===== config.mk =====
export PLATFORM = sky130hd
export DESIGN_NAME = frv_dmem_arbiter
export DESIGN_NICKNAME = d
export VERILOG_FILES = /design/src/rtl/frv_dmem_arbiter.sv
export SDC_FILE = /design/constraint.sdc
export NUM_CORES = 1
export LEC_CHECK = 0
export ABC_AREA = 1
export ABC_CLOCK_PERIOD_IN_PS = 1710
export CORE_AREA = 3 3 125 127
export CTS_CLUSTER_DIAMETER = 200
export DETAILED_ROUTE_END_ITERATION = 7
export DIE_AREA = 0 0 128 130
export PLACE_DENSITY = 0.55
export SETUP_SLACK_MARGIN = 0.15
export SYNTH_ARGS = -nofsm -noshare
export SYNTH_HDL_FRONTEND = slang
export SYNTH_SLANG_ARGS = --single-unit

===== constraint.sdc =====
create_clock -name g_clk -period 1.71 [get_ports g_clk]
set_clock_uncertainty 0.05 [all_clocks]
set_input_delay 0.342 -clock g_clk [delete_from_list [all_inputs] [get_ports g_clk]]
set_output_delay 0.342 -clock g_clk [all_outputs]
set_load 0.01 [all_outputs]

===== src/rtl/frv_dmem_arbiter.sv =====
// frv_dmem_arbiter: round-robin sharing of the data-memory port between two requesters
module frv_dmem_arbiter #(
  parameter int XLEN        = 32,
  parameter int OUTSTANDING = 2
) (
  input  logic            g_clk,
  input  logic            g_resetn,
  input  logic            r0_req,
  input  logic            r0_wen,
  input  logic [3:0]      r0_strb,
  input  logic [XLEN-1:0] r0_wdata,
  input  logic [XLEN-1:0] r0_addr,
  output logic            r0_gnt,
  output logic            r0_recv,
  input  logic            r0_ack,
  output logic            r0_error,
  output logic [XLEN-1:0] r0_rdata,
  input  logic            r1_req,
  input  logic            r1_wen,
  input  logic [3:0]      r1_strb,
  input  logic [XLEN-1:0] r1_wdata,
  input  logic [XLEN-1:0] r1_addr,
  output logic            r1_gnt,
  output logic            r1_recv,
  input  logic            r1_ack,
  output logic            r1_error,
  output logic [XLEN-1:0] r1_rdata,
  output logic            m_req,
  output logic            m_wen,
  output logic [3:0]      m_strb,
  output logic [XLEN-1:0] m_wdata,
  output logic [XLEN-1:0] m_addr,
  input  logic            m_gnt,
  input  logic            m_recv,
  output logic            m_ack,
  input  logic            m_error,
  input  logic [XLEN-1:0] m_rdata,
  output logic            busy,
  output logic            spurious
);
  localparam int PW = OUTSTANDING > 1 ? $clog2(OUTSTANDING) : 1;
  localparam int CW = $clog2(OUTSTANDING + 1);
  localparam logic [PW-1:0] PMAX = PW'(OUTSTANDING - 1);
  localparam logic [CW-1:0] CMAX = CW'(OUTSTANDING);
  logic [OUTSTANDING-1:0] own_q;
  logic [PW-1:0] wptr_q, rptr_q;
  logic [CW-1:0] cnt_q;
  logic last_q, lock_q, sel_q, spurious_q;
  logic sel, rsel_req, empty, full, owner, push, pop;
  // Arbitration, request mux, grant and response routing
  always_comb begin
    empty    = cnt_q == '0;
    full     = cnt_q == CMAX;
    sel      = lock_q ? sel_q : (r0_req && r1_req) ? !last_q : r1_req;
    rsel_req = sel ? r1_req : r0_req;
    m_req    = rsel_req && !full;
    m_wen    = sel ? r1_wen : r0_wen;
    m_strb   = sel ? r1_strb : r0_strb;
    m_wdata  = sel ? r1_wdata : r0_wdata;
    m_addr   = sel ? r1_addr : r0_addr;
    push     = m_req && m_gnt;
    r0_gnt   = push && !sel;
    r1_gnt   = push && sel;
    owner    = own_q[rptr_q];
    r0_recv  = m_recv && !empty && !owner;
    r1_recv  = m_recv && !empty && owner;
    r0_error = m_error && r0_recv;
    r1_error = m_error && r1_recv;
    m_ack    = empty ? m_recv : owner ? r1_ack : r0_ack;
    pop      = m_recv && m_ack && !empty;
  end
  assign r0_rdata = m_rdata;
  assign r1_rdata = m_rdata;
  assign busy     = !empty;
  assign spurious = spurious_q;
  // Owner FIFO, fairness pointer, request lock and sticky spurious flag
  always_ff @(posedge g_clk) begin
    if (!g_resetn) begin
      own_q      <= '0;
      wptr_q     <= '0;
      rptr_q     <= '0;
      cnt_q      <= '0;
      last_q     <= 1'b1;
      lock_q     <= 1'b0;
      sel_q      <= 1'b0;
      spurious_q <= 1'b0;
    end else begin
      if (push) begin
        own_q[wptr_q] <= sel;
        wptr_q        <= wptr_q == PMAX ? '0 : wptr_q + 1'b1;
        last_q        <= sel;
      end
      if (pop) rptr_q <= rptr_q == PMAX ? '0 : rptr_q + 1'b1;
      cnt_q      <= cnt_q + CW'(push) - CW'(pop);
      lock_q     <= m_req && !m_gnt;
      sel_q      <= sel;
      spurious_q <= spurious_q || (m_recv && empty);
    end
  end
endmodule


Word level (Yosys, flattened, before mapping) --
Index checks and enable logic that the tools add are counted.
Operators by class: add/sub/neg operators 4, multiply operators 0, div/mod/pow operators 0, $lt $le $gt $ge 3, eq/ne operators 1, shift-type cells 0, multiplexer cells 16, bitwise gates (word level) 0, reductions and logical operators 23
Operator list (count):
- $mux W32 | 2
- $logic_and A1 B1 Y1 | 15
- $mux W1 | 11
- $logic_not A1 Y1 | 6
- $lt A1 B2 Y1 const B | 2
- $mux W4 | 1
- $add A1 B1 Y1 const B | 2
- $add A2 B1 Y2 | 1
- $bwmux W2 | 1
- $eq A2 B2 Y1 const B | 1
- $logic_not A2 Y1 | 1
- $sub A2 B1 Y2 | 1
- $demux W1 S1 | 1
- $ge A1 B1 Y1 const B | 1
- $logic_or A1 B1 Y1 | 1
Word-level totals: register bits 10, bits in latches 0, memory bits (writable) 0, ROM bits 0, memories kept 0

Logic depth before layout (Yosys ltp) --
depth after elaboration 8, gate-level depth with buffers 11

Worst setup path before layout --
OpenSTA, ideal clock, no wires.
path type in2reg, start point input r0_req, end point register cnt_q[1], setup time 0.121 ns, data arrival time 1.541 ns, data required time 1.539 ns, setup slack -0.001 ns, stages on the path 10, buffers on the path 0, path through nand2_1 > nand3_2 > nand3_1 > nand3_2 > ha_1 > inv_1 > ha_1 > xnor2_1 > o21ai_0 > a21oi_1
On the way: cells in the longest elaborated chain, start to end 8
RTL lines:
- start, declared | line 8 | input logic r0_req,
- $logic_and A1 B1 Y1 | line 54 | sel = lock_q ? sel_q : (r0_req && r1_req) ? !last_q : r1_req;
- $mux W1 (2 in a row) | line 54
- $mux W1 * | line 55 | rsel_req = sel ? r1_req : r0_req;
- $logic_and A1 B1 Y1 * | line 56 | m_req = rsel_req && !full;
- $logic_and A1 B1 Y1 * | line 61 | push = m_req && m_gnt;
- $add A2 B1 Y2 * | line 94 | cnt_q <= cnt_q + CW'(push) - CW'(pop);
- $sub A2 B1 Y2 * | line 94
- end signal, assigned | line 94
- end, declared | line 47 | logic [CW-1:0] cnt_q;
Mark *: on every way between the ends. The rest lies on a longest branch, timed or not. A chain may end at the register's enable or synchronous reset.

Worst setup path after layout --
start point register lock_q, end point output m_strb[1]
On the way: cells in the longest elaborated chain, start to end 2
RTL lines:
- start, declared | line 48 | logic last_q, lock_q, sel_q, spurious_q;
- start signal, assigned | line 95 | lock_q <= m_req && !m_gnt;
- $mux W1 | line 54
- $mux W4 | line 58 | m_strb = sel ? r1_strb : r0_strb;
- end, declared | line 30 | output logic [3:0] m_strb,
No other way between the ends.

==> results.md <==
* Outcome: complete, but fails checks
* Failing checks: setup timing
* FF-to-FF Start: lock_q$_SDFF_PN0_
* Max transition margin at ~84%
* CTS Buffer Depth at 2
* Least-Margin Pin Slew at roughly 0.24 ns
* Clock transition at path regs at approximately 0.04 ns
* RSZ-0062 raised after global routing: true
* Total grt overflow at 0
* Rows at 44
* Hold Path End: spurious$_SDFF_PN0_
* Flop2flop setup slack at -0.23 ns
* Setup WS pre-CTS at -0.827 ns
* # diodes at 0
* Cts bufs inserted at 3
* Sink Count at 10
* Power density over cell area at between 500 and 600 nW/um2
* Initial antenna violation count at 0
* Layout Cells excl Fill at 763
* Clock Latency Late Sink at roughly 0.24 ns
* Iteration-0 DRC count of the detailed router at between 50 and 60
* Crit share post-route at 116%
* Area growth, synth to finish at 176%
* Gr usage total at roughly 12%
* Clk root buf: clkbuf_16
* Hold path cells at 2
* Seq cells post-synth at 10
* Synth area leaders: nand2_1 (44%), buf_4 (27%), dfxtp_1 (10%), inv_1 (3.7%), buf_2 (1.8%)
* Setup-failing EPs final at between 70 and 80
* Worst path most repeated cell: buf_12
* CP max-delay cell: dfxtp_2
* Leakage power at around 2.6 nW
* Fin. max-slew vios at 0
* # IOs at approximately 320
* Min Clock Period, post-route at slightly below 2 ns
* Arr. time, crit path at between 1.5 and 2 ns
* Number of global-route vias before repair at between 2,000 and 3,000
* Data required, critical path at between 1 and 1.5 ns
* Die W at approximately 130 um
* Crit-path max cell delay at approximately 0.33 ns
* Worst r2r dst: cnt_q[1]$_SDFF_PN0_
* Total negative setup slack at -14.57 ns
* Hold Slack at a little over 0.4 ns
* Post-synthesis cell type count at 20
* Share of cells above drive strength 1 at about 51%
* Routed Antenna Nets at 0
* Syn. warnings at 0
* CORE AREA at approximately 15,000 um2
* Die Area at between 15,000 and 20,000 um2
* Peak VDD IR at 0.330 mV
* Routed wire per std cell at 15.5 um
* Syn avg cell area at 5.20 um2
* Maximum fanout along the worst path at 6
* Crit path cell chain: inv_2, nand3_4, nand2_8, buf_12, inv_12, buf_6, buf_12, buf_16, nand2_2, nand2_1, buf_2
* Post-synth top area share at 44.0%
* Largest area contributor in the netlist: nand2_1
* Max cap viols at 0
* Post-Place Cells at just over 700
* Final wirelength at 11,900 um
* IO buf count at about 230
* Fin nets at 761
* Via count at between 3,000 and 4,000
* Worst min path class: reg2reg
* Syn_nets at 549
* Residual DRC count at 0
* Setup crit start kind: flip-flop
* Final Hold Violating Endpoints at 0
* Sequential fraction of the synthesis area at about a tenth
* Largest net degree at the start of global routing at 24
* Syn Std Cell Area at 1910 um2
* Fmax achieved at just over 500 MHz
* Avg Vias per Cell at roughly 4.0
* First-pass GRT wire length at between 15,000 and 20,000 um
* Starting density of the core at about an eighth
* GPL Wtd Cong at around 0.73
* Die H at 130 um
* Setup ws final at -0.273 ns
* Htree depth at 1
* Reg2reg path depth at 13
* DRT Pass-1 Iters at 4
* Crit path kind: reg2out
* HPWL after detailed placement at around 7400 um
* Cells after synthesis at around 370
* Overall Power at ~3.1 mW
* Hold Crit Start: spurious$_SDFF_PN0_
* CTS tree: yes
* Crit end category: output pin
-- how the worst max path moves through the flow --
stage,slack (ns),end,from
2_1_floorplan,0.09,cnt_q[1]$_SDFF_PN0_,lock_q$_SDFF_PN0_
6_report,-0.27,m_strb[1],lock_q$_SDFF_PN0_
3_5_place_dp,-0.83,m_addr[22],r0_req
4_1_cts,-0.27,m_addr[20],last_q$_SDFFE_PN1N_
3_3_place_gp,-0.80,m_wdata[4],r0_req
5_1_grt,-0.33,cnt_q[1]$_SDFF_PN0_,lock_q$_SDFF_PN0_
-- repair_timing --
| item | 4_1_cts | 5_1_grt |
|---|---|---|
| resized for setup | 414 | 158 |
| cloned | 11 | 4 |
| buffers inserted | 20 | 3 |
| endpoints found under the setup margin | 80 | 79 |
| hold buffers | 0 | 0 |
| pin swaps | 29 | 25 |
-- flip-flops by register name (all words and copies together) (netlist names) --
| name | count |
|---|---|
| spurious | 1 |
| own_q | 2 |
| wptr_q | 1 |
| last_q | 1 |
| cnt_q | 2 |
| lock_q | 1 |
| sel_q | 1 |
| rptr_q | 1 |
-- cells in the final DEF (no fill, tap or decap), types with 2 or more instances in the layout --
cell type and n:
clkdlybuf4s50_1 141, nand2_1 108, nand2_2 77, buf_6 49, buf_2 41, nand2_4 39, buf_4 22, buf_16 11
inv_1 10, inv_2 8, buf_12 8, clkbuf_16 6, dfxtp_2 6, nor2_4 5, nand4_1 4, a21oi_1 4
dlygate4sd2_1 4, dfxtp_1 4, buf_8 4, nand3_4 3, nor2_2 3, nand3_2 3, nor3_2 2, nor4_2 2
nand3_1 2, nor2_1 2, ha_4 2
-- synth_stat cells --
cell / number
nor2_1: 6
ha_1: 2
buf_2: 7
nand4_1: 4
xnor2_1: 1
nand2_2: 1
inv_1: 19
nor4_1: 2
dfxtp_1: 10
nand3_2: 2
nand2_1: 224
nor2_4: 2
nor3_1: 3
buf_6: 1
o21ai_0: 1
inv_2: 1
nor2_2: 2
buf_4: 70
a21oi_1: 4
nand3_1: 6
-- per-stage QoR --
stage                     utilization [%]  area [um2]
after global routing                 36.4        5290
after global placement               28.3        4120
after CTS                            32.1        4670
after detailed placement             28.3        4120
after floorplan                         -        1990
final                                36.4        5290
-- cell families after synthesis --
family,after synthesis,share of synthesized area [%]
DFF,10,10.5
buffers and inverters,98,33.8
and+or+nand+nor,252,52.6
AOI/OAI and AO/OA,5,1.31
adders and majority gates,2,1.31
xor gates and xnor gates,1,0.458
-- worst max-delay path, delay by kind of cell (launching register included) --
kind / cells / cell delay [ns]
flip-flops: 1 / 0.33
AND/OR/NAND/NOR: 4 / 0.30
buffers and inverters: 7 / 0.74
-- layout make-up --
type                    instances  area [um2]
repair buffers                285        2980
clock buffers                   4        88.8
inverters                      20        90.1
flip-flops and latches         10         208
multi-input cells             260        1690
fillers                      1536        9250
well taps                     184         230
-- where the power goes --
group | switching [mW] | leakage [nW] | total (mW) | internal, mW
clock | 0.110 | 0.0442 | 0.462 | 0.352
combinational | 1.02 | 2.43 | 2.35 | 1.33
sequential | 0.0306 | 0.0839 | 0.305 | 0.274
-- metal layers --
metal | track usage [%] | routed length, um | vias to the layer above
met5 | 0 | 0 | -
met3 | 3.81 | 1150 | 48
met4 | 4.00 | 391 | 0
li1 | - | - | 1467
met2 | 22.1 | 6340 | 168
met1 | 11.9 | 3970 | 1350
No activity file was read; power rests on OpenSTA's default activity.
